**config.mk**
```make
export PLATFORM = sky130hd
export DESIGN_NAME = register_file_mp_flat
export DESIGN_NICKNAME = d
export VERILOG_FILES = /design/src/rtl/rf_pkg.sv /design/src/rtl/register_file_mp_if.sv /design/src/rtl/rf_read_port.sv /design/src/rtl/register_file_mp.sv /design/src/flat_wrapper.sv
export SDC_FILE = /design/constraint.sdc
export NUM_CORES = 2
export LEC_CHECK = 0
export CORE_UTILIZATION = 53
export DETAILED_ROUTE_END_ITERATION = 8
export PLACE_DENSITY = 0.79
export SLEW_MARGIN = 20
export SYNTH_ARGS = -nofsm -noshare
export SYNTH_HDL_FRONTEND = slang
export SYNTH_SLANG_ARGS = --single-unit
```
**constraint.sdc**
```tcl
create_clock -name clk -period 77.5 [get_ports clk]
set_input_delay 15.5 -clock clk [delete_from_list [all_inputs] [get_ports clk]]
set_output_delay 15.5 -clock clk [all_outputs]
set_load 0.02 [all_outputs]
```
**src/rtl/rf_pkg.sv**
```systemverilog
// Shared widths and helpers for the multi-port register file.
// The optional scoreboard is enabled by defining REGISTER_FILE_MP_SCOREBOARD_EN.
package rf_pkg;
  localparam int RF_N              = 32;
  localparam int RF_L              = 5;
  localparam int RF_MAX_READ_PORTS = 4;

  // Low bit of lane p in a flattened bus whose lanes are w bits wide.
  function automatic int slice_lo(input int p, input int w);
    return p * w;
  endfunction
endpackage

```
**src/rtl/register_file_mp_if.sv**
```systemverilog
// Bus bundle for register_file_mp: one write port, flattened read ports and,
// when REGISTER_FILE_MP_SCOREBOARD_EN is defined, the reserve/busy signals.
// Handshake: there is no valid/ready pair. wr_ena, rd_ena[p] and rsv_ena are
// qualifiers sampled on the rising clock edge. rd_data and rd_busy are
// registered and become valid exactly one cycle after the edge that sampled
// rd_ena[p]=1. They hold their value while rd_ena[p]=0.
interface register_file_mp_if
  import rf_pkg::*;
#(
  parameter int N          = RF_N,
  parameter int L          = RF_L,
  parameter int READ_PORTS = 2
);
  logic                    wr_ena;
  logic [L-1:0]            wr_addr;
  logic [N-1:0]            wr_data;
  logic [READ_PORTS-1:0]   rd_ena;
  logic [READ_PORTS*L-1:0] rd_addr;
  logic [READ_PORTS*N-1:0] rd_data;
`ifdef REGISTER_FILE_MP_SCOREBOARD_EN
  logic                    rsv_ena;
  logic [L-1:0]            rsv_addr;
  logic [READ_PORTS-1:0]   rd_busy;
`endif

  modport master (
    output wr_ena, wr_addr, wr_data, rd_ena, rd_addr,
`ifdef REGISTER_FILE_MP_SCOREBOARD_EN
    output rsv_ena, rsv_addr,
    input  rd_busy,
`endif
    input  rd_data
  );

  modport slave (
    input  wr_ena, wr_addr, wr_data, rd_ena, rd_addr,
`ifdef REGISTER_FILE_MP_SCOREBOARD_EN
    input  rsv_ena, rsv_addr,
    output rd_busy,
`endif
    output rd_data
  );
endinterface

```
**src/rtl/rf_read_port.sv**
```systemverilog
// One registered read port: address mux, write bypass, zero-register masking.
// With REGISTER_FILE_MP_SCOREBOARD_EN defined, it also registers the busy flag.
module rf_read_port #(
  parameter int N        = 32,
  parameter int L        = 5,
  parameter int ZERO_REG = 1
) (
  input  logic         clk,
  input  logic         rst,
  input  logic         rd_ena,
  input  logic [L-1:0] rd_addr,
  input  logic         wr_ena,
  input  logic [L-1:0] wr_addr,
  input  logic [N-1:0] wr_data,
  input  logic [N-1:0] regs [2**L],
`ifdef REGISTER_FILE_MP_SCOREBOARD_EN
  input  logic [2**L-1:0] pending_nxt,
  output logic         rd_busy,
`endif
  output logic [N-1:0] rd_data
);
  logic         is_zero;
  logic [N-1:0] rd_value;

  // Select the new write data on an address match; force zero for register 0.
  always_comb begin
    is_zero  = (ZERO_REG != 0) && (rd_addr == '0);
    rd_value = regs[rd_addr];
    if (wr_ena && (wr_addr == rd_addr)) rd_value = wr_data;
    if (is_zero) rd_value = '0;
  end

  // Output register. It loads only on an enabled read.
  always_ff @(posedge clk or posedge rst) begin
    if (rst) rd_data <= '0;
    else if (rd_ena) rd_data <= rd_value;
  end

`ifdef REGISTER_FILE_MP_SCOREBOARD_EN
  // Busy flag mirrors the pending state this edge produces, including any same-cycle set or clear.
  always_ff @(posedge clk or posedge rst) begin
    if (rst) rd_busy <= 1'b0;
    else if (rd_ena) rd_busy <= pending_nxt[rd_addr] && !is_zero;
  end
`endif
endmodule

```
**src/rtl/register_file_mp.sv**
```systemverilog
// Parametrised multi-port register file with flop storage, registered read
// ports and write-to-read bypass. Defining REGISTER_FILE_MP_SCOREBOARD_EN adds
// a pending-result scoreboard with per-port busy flags.
module register_file_mp
  import rf_pkg::*;
#(
  parameter int N          = RF_N,
  parameter int L          = RF_L,
  parameter int READ_PORTS = 2,
  parameter int ZERO_REG   = 1
) (
  input logic               clk,
  input logic               rst,
  register_file_mp_if.slave bus
);
  localparam int DEPTH = 2**L;

  logic [N-1:0] regs [DEPTH];
  logic         wr_drop;

  // Writes to register 0 are dropped when it is hardwired to zero.
  always_comb begin
    wr_drop = (ZERO_REG != 0) && (bus.wr_addr == '0);
  end

  // Storage update. Reset clears every register and discards an in-flight write.
  always_ff @(posedge clk or posedge rst) begin
    if (rst) begin
      for (int i = 0; i < DEPTH; i++) regs[i] <= '0;
    end else if (bus.wr_ena && !wr_drop) begin
      regs[bus.wr_addr] <= bus.wr_data;
    end
  end

`ifdef REGISTER_FILE_MP_SCOREBOARD_EN
  logic [DEPTH-1:0] pending;
  logic [DEPTH-1:0] pending_nxt;

  // A write retires the outstanding producer. A reservation after it wins on the same address.
  always_comb begin
    pending_nxt = pending;
    if (bus.wr_ena) pending_nxt[bus.wr_addr] = 1'b0;
    if (bus.rsv_ena && !((ZERO_REG != 0) && (bus.rsv_addr == '0)))
      pending_nxt[bus.rsv_addr] = 1'b1;
  end

  // Pending-bit register.
  always_ff @(posedge clk or posedge rst) begin
    if (rst) pending <= '0;
    else pending <= pending_nxt;
  end
`endif

  for (genvar p = 0; p < READ_PORTS; p++) begin : g_rd
    rf_read_port #(
      .N        (N),
      .L        (L),
      .ZERO_REG (ZERO_REG)
    ) u_port (
      .clk         (clk),
      .rst         (rst),
      .rd_ena      (bus.rd_ena[p]),
      .rd_addr     (bus.rd_addr[slice_lo(p, L) +: L]),
      .wr_ena      (bus.wr_ena),
      .wr_addr     (bus.wr_addr),
      .wr_data     (bus.wr_data),
      .regs        (regs),
`ifdef REGISTER_FILE_MP_SCOREBOARD_EN
      .pending_nxt (pending_nxt),
      .rd_busy     (bus.rd_busy[p]),
`endif
      .rd_data     (bus.rd_data[slice_lo(p, N) +: N])
    );
  end
endmodule

```
**src/flat_wrapper.sv**
```systemverilog
// flat-port wrapper written by rule: the top's interface ports become plain ports
module register_file_mp_flat import rf_pkg::*;
#(
  parameter int N          = RF_N,
  parameter int L          = RF_L,
  parameter int READ_PORTS = 2,
  parameter int ZERO_REG   = 1
)
  (clk, rst, bus_wr_ena, bus_wr_addr, bus_wr_data, bus_rd_ena, bus_rd_addr, bus_rd_data);
  register_file_mp_if #(.N(N), .L(L), .READ_PORTS(READ_PORTS)) bus_i ();
  input logic clk;
  input logic rst;
  input wire logic [$bits(bus_i.wr_ena)-1:0] bus_wr_ena;
  input wire logic [$bits(bus_i.wr_addr)-1:0] bus_wr_addr;
  input wire logic [$bits(bus_i.wr_data)-1:0] bus_wr_data;
  input wire logic [$bits(bus_i.rd_ena)-1:0] bus_rd_ena;
  input wire logic [$bits(bus_i.rd_addr)-1:0] bus_rd_addr;
  output wire logic [$bits(bus_i.rd_data)-1:0] bus_rd_data;
  assign bus_i.wr_ena = bus_wr_ena;
  assign bus_i.wr_addr = bus_wr_addr;
  assign bus_i.wr_data = bus_wr_data;
  assign bus_i.rd_ena = bus_rd_ena;
  assign bus_i.rd_addr = bus_rd_addr;
  assign bus_rd_data = bus_i.rd_data;
  register_file_mp #(.N(N), .L(L), .READ_PORTS(READ_PORTS), .ZERO_REG(ZERO_REG)) u_core (.clk(clk), .rst(rst), .bus(bus_i));
endmodule
```
# ---- Word level (Yosys, flattened, before mapping)
# Index checks and enable logic that the tools add are counted.
dict set report op_classes {
  eq_ne 2
  n_bitwise 3
  reduce_logical 8
  mux 13
  n_lt_le_gt_ge 4
}
# cell n
set op_table {}
lappend op_table {{$bwmux W1024} 1}
lappend op_table {{$bmux W32 S5} 2}
lappend op_table {{$mux W32} 9}
lappend op_table {{$demux W32 S5} 1}
lappend op_table {{$ge A6 B6 Y1 const B} 3}
lappend op_table {{$not A5 Y6} 3}
lappend op_table {{$logic_not A5 Y1} 3}
lappend op_table {{$eq A5 B5 Y1} 2}
lappend op_table {{$lt A6 B1 Y1 const B} 1}
lappend op_table {{$logic_and A1 B1 Y1} 4}
lappend op_table {{$logic_not A1 Y1} 1}
dict set report word_totals {
  inputBits 52
  word_cells 64
  out_inout_bits 64
  reg_bits 1088
}

# ---- Logic depth before layout (Yosys ltp)
dict set report logic_depth {
  word_depth 6
  depth_mapped 9
  ltp_nobuf 5
}

# ---- Hierarchy
# A second synthesis with hierarchy kept.
dict set report unflattened {
  cells_unflattened 4100
  area_unflattened_um2 57782.9
}
# mod seq_area_each_um2 area_each_um2 cells_per_inst n_inst
set by_module_without_submodules {}
lappend by_module_without_submodules {register_file_mp 25624.6 38076.5 2288 1}
lappend by_module_without_submodules {rf_read_port 800.8 9853.2 906 2}

# ---- Worst setup path after synthesis
# OpenSTA, ideal clock, no wires.
dict set report synth_timing {
  kind {input -> register}
  startpoint {input port bus_rd_addr[2]}
  endpoint {register u_core.g_rd[0].u_port.rd_data[10]}
  t_arrival_ps 17259
  path_stages 8
  required_ps 77368
  setup_time_ps 132
  setup_slack_ps 60109
  n_path_buf 4
  path_cell_list {buf_2 > buf_2 > buf_2 > clkbuf_1 > mux4_2 > a22oi_1 > a21oi_1 > or3b_1}
}
dict set report synth_via {
  elab_chain_len 6
  elab_cells_between_ends 9
  cone_classes {eq/ne (1); mux (5); bitwise (1); reduce/logical (2)}
}
# item line_no
set synth_rtl {}
lappend synth_rtl {{start, declared} flat_wrapper.sv:17} ;# input wire logic [$bits(bus_i.rd_addr)-1:0] bus_rd_addr;
lappend synth_rtl {{$not A5 Y6 (implied by the code)} rf_read_port.sv:28} ;# rd_value = regs[rd_addr];
lappend synth_rtl {{$bmux W32 S5} rf_read_port.sv:28}
lappend synth_rtl {{$mux W32 (implied by the code) (2 in a row)} rf_read_port.sv:28}
lappend synth_rtl {{$mux W32} rf_read_port.sv:29} ;# if (wr_ena && (wr_addr == rd_addr)) rd_value = wr_data;
lappend synth_rtl {{$mux W32 (*)} rf_read_port.sv:30} ;# if (is_zero) rd_value = '0;
lappend synth_rtl {{end signal, assigned} rf_read_port.sv:36} ;# else if (rd_ena) rd_data <= rd_value;
lappend synth_rtl {{end, declared} rf_read_port.sv:20} ;# output logic [N-1:0] rd_data
# Mark *: on every way between the ends. The rest lies on a longest branch, timed or not. The select of a mux whose other input is x is not followed.
# A chain may end at the register's enable or synchronous reset.

==> flow_summary.toml <==
[detailed_routing]
avgViaCountPerCell = 7.19
drc_errors = 0
wl_per_cell_um = 31.5
wl_met1_um = 66500
drtPass1Iterations = 7
highest-signal-layer = "met5"
wl_met3_um = 17600
dr.first_iter.drc_count = 4476
vias = 39100
wl_um = 171000
wl_met2_um = 78400
detail-route-antenna-nets = 0

[logic_synthesis]
ys_seq_area_share_pct = 47.3
synth-async-reset-ratio_pct = 100
ys_types = 40
synth_seq_cells = 1088
syn_inst = 4103
syn-num-nets = 4155
ys_warn_count = 0
synth_area_um2 = 57600
synth-edff-count = 0
synth.avg_cell_area_um2 = 14.0
synth_ff_type = "dfrtp_1"

[critical_path]
r2r_cells = 5
crit_arrival_ns = 20.20
cp_slowest_stage_delay_ns = 0.88
critPathMaxFanout = 175
timing.rr.end = "u_core.g_rd[0].u_port.rd_data[18]"
crit_path_frequent_cell = "buf_4"
crit_chain = "clkdlybuf4s50_1, inv_8, buf_12, buf_4, buf_4, buf_4"
worst_r2r_startpoint = "u_core.regs[562]"
cp_slowest_cell = "buf_4"
r2r_slack_ns = 75.59
critPathLaunchType = "input port"
worstSetupPathType = "in2async"
cp.required_ns = 78.16
cp-end-kind = "async pin"

[sta]
clock.fmax_ghz = 0.0512
drv_slew = 0
hold_viol = 0
fin_tns_setup_ns = 0
fin_worst_skew_ns = 0.0203
rsz0062_at_grt = "no"
finalCriticalPeriod_ns = 19.55
setup_viol = 0
worst_pin_slew_ns = 1.16
slew_headroom_pct = 22.6
fin_crit_sh_pct = 25.2

[hold_path]
min_path_type = "reg2reg"
hold_depth = 0
hp-start = "u_core.regs[1011]"
worst_hold_path.endpoint = "u_core.regs[1011]"

[clock_tree]
cts_buffers = 107
cts_tree = "built"
hold_buffers = 0
post_cts_buffers = 0
clock-sinks = 1088
cts_buffer_depth = 3
clk_latency_ns = 0.69
clock_tree.htree_level_count = 3
cts-root-buf = "clkbuf_16"
ctsResizeCount = 0
cts.clk_slew.worst_paths_ns = 0.06

[placed_design]
dpl_cell_area_um2 = 59500
port-buffer-count = 115
gp_congestion = 0.849
place_hpwl_um = 96900

[final_layout]
fill_cells = 8057
multi_input_area_um2 = 28500
syn_to_final_growth_pct = 9.52
seqCellArea_um2 = 27200
drive_gt1_share_pct = 42.3
postLayoutCellArea_um2 = 63100
nets = 4014

[outcome]
status = "finished, final reports clean"

[floorplan]
die-area_um2 = 110000
rows = 120
core_area_um2 = 107000
die_w_um = 332
die_y_um = 332
io_pins = 116
start_util_pct = 53.6

[global_routing]
first_global_vias = 40300
antenna_found_initial = 7
grt_max_degree = 176
grtUsageTotal_pct = 31.1
gr-total-overflow = 0
grt_pass1_wl_um = 258000

[pwr]
irDropWorstVdd_mv = 0.0227
powerDensity_nw_per_um2 = 26.0
p_leak_nw = 27.2

[flow_run]
cap_viol_max_count = 0
## flip-flops by register name (all words and copies together) (netlist names)
| name | count |
|---|---|
| u_core.g_rd.u_port.rd_data | 64 |
| u_core.regs | 1024 |
## cell type report
class,instances,area share [%]
multi-input cells,2544,45.2
diodes,1,0.00397
flip-flops and latches,1088,43.2
clock buffers,155,5.06
inverters,8,0.0734
repair buffers,213,3.04
clock inverters,35,0.675
well taps,1403,2.78
## through the flow
step / cells / power [W] / util (%) / setup slack, ns / hold slack, ns
after floorplan: 4103 / 0.00100 / - / 31.37 / 0.441
after global placement: 5256 / 0.00108 / 55.4 / 57.09 / 0.376
after detailed placement: 5256 / 0.00110 / 55.4 / 57.05 / 0.382
after CTS: 5446 / 0.00164 / 58.8 / 57.77 / 0.397
after global routing: 5446 / 0.00170 / 58.7 / 57.22 / 0.407
final: 5447 / 0.00164 / 58.7 / 57.96 / 0.396
## how the worst max path moves through the flow
stage	from	end	slack, ns	cells past startpoint
after floorplan	rst	u_core.g_rd[0].u_port.rd_data[0]	31.37	1
after global placement	rst	u_core.regs[123]	57.09	6
after detailed placement	rst	u_core.regs[123]	57.05	6
after CTS	rst	u_core.regs[118]	57.77	6
after global routing	rst	u_core.regs[121]	57.22	6
final	rst	u_core.regs[22]	57.96	6
## cell usage in the layout (no fill, tap or decap), drive strengths merged, types with 114 or more instances in the layout
master,synthesis,layout
nand2,210,210
mux2,992,992
o211ai,130,130
a221oi,128,128
a21oi,128,128
clkbuf,275,155
dfrtp,1088,1088
mux4,384,384
buf,188,114
mux2i,256,256
## power breakdown
| part | switching, W | leakage [nW] | internal (W) |
|---|---|---|---|
| clock | 0.000227 | 1.79 | 0.000314 |
| sequential | 0.0000843 | 14.0 | 0.000677 |
| combinational | 0.000146 | 11.5 | 0.000192 |
## cells by family after synthesis
logic type      count (synthesis)  synth area share (%)
xor+xnor                       10                 0.152
mux                          1632                  38.9
flops                        1088                  47.3
buf+inv                       471                  3.60
compound gates                584                  7.34
simple gates                  318                  2.76
## synthesized netlist by cell type (2+ instances only)
cell      instances  share of area, %
a21oi_1         128               1.1
a221oi_1        128               1.9
a222oi_1         64               1.1
a22oi_1          64              0.83
and2_1            2             0.022
buf_1            69              0.45
buf_2            85              0.74
buf_4            16              0.21
buf_6            18              0.35
clkbuf_1        274               1.8
clkinv_1          3             0.020
dfrtp_1        1088                47
inv_1             3             0.020
inv_2             2             0.013
mux2_2          992                19
mux2i_1         256               4.4
mux4_2          384                15
nand2_1         210               1.4
nand3_1           2             0.017
nand3b_1          5             0.065
nand4_1           2             0.022
nor2_1           17              0.11
nor2b_1           2             0.022
nor3_1            4             0.035
nor3b_1           4             0.052
o2111a_1          2             0.039
o211ai_1        130               1.7
o21ai_0          64              0.56
o21ai_1           2             0.017
or3b_1           64              0.97
xnor2_1          10              0.15
## routing by layer
layer	up-vias	GRT usage [%]
li1	15600	-
met1	20600	42.0
met2	2334	47.5
met3	575	7.48
met4	10	15.3
met5	-	0
## worst max-delay path, delay by kind of cell
| kind | cells | cell delay [ns] |
|---|---|---|
| buffers and inverters | 6 | 4.31 |
No activity file was read; power rests on OpenSTA's default activity.
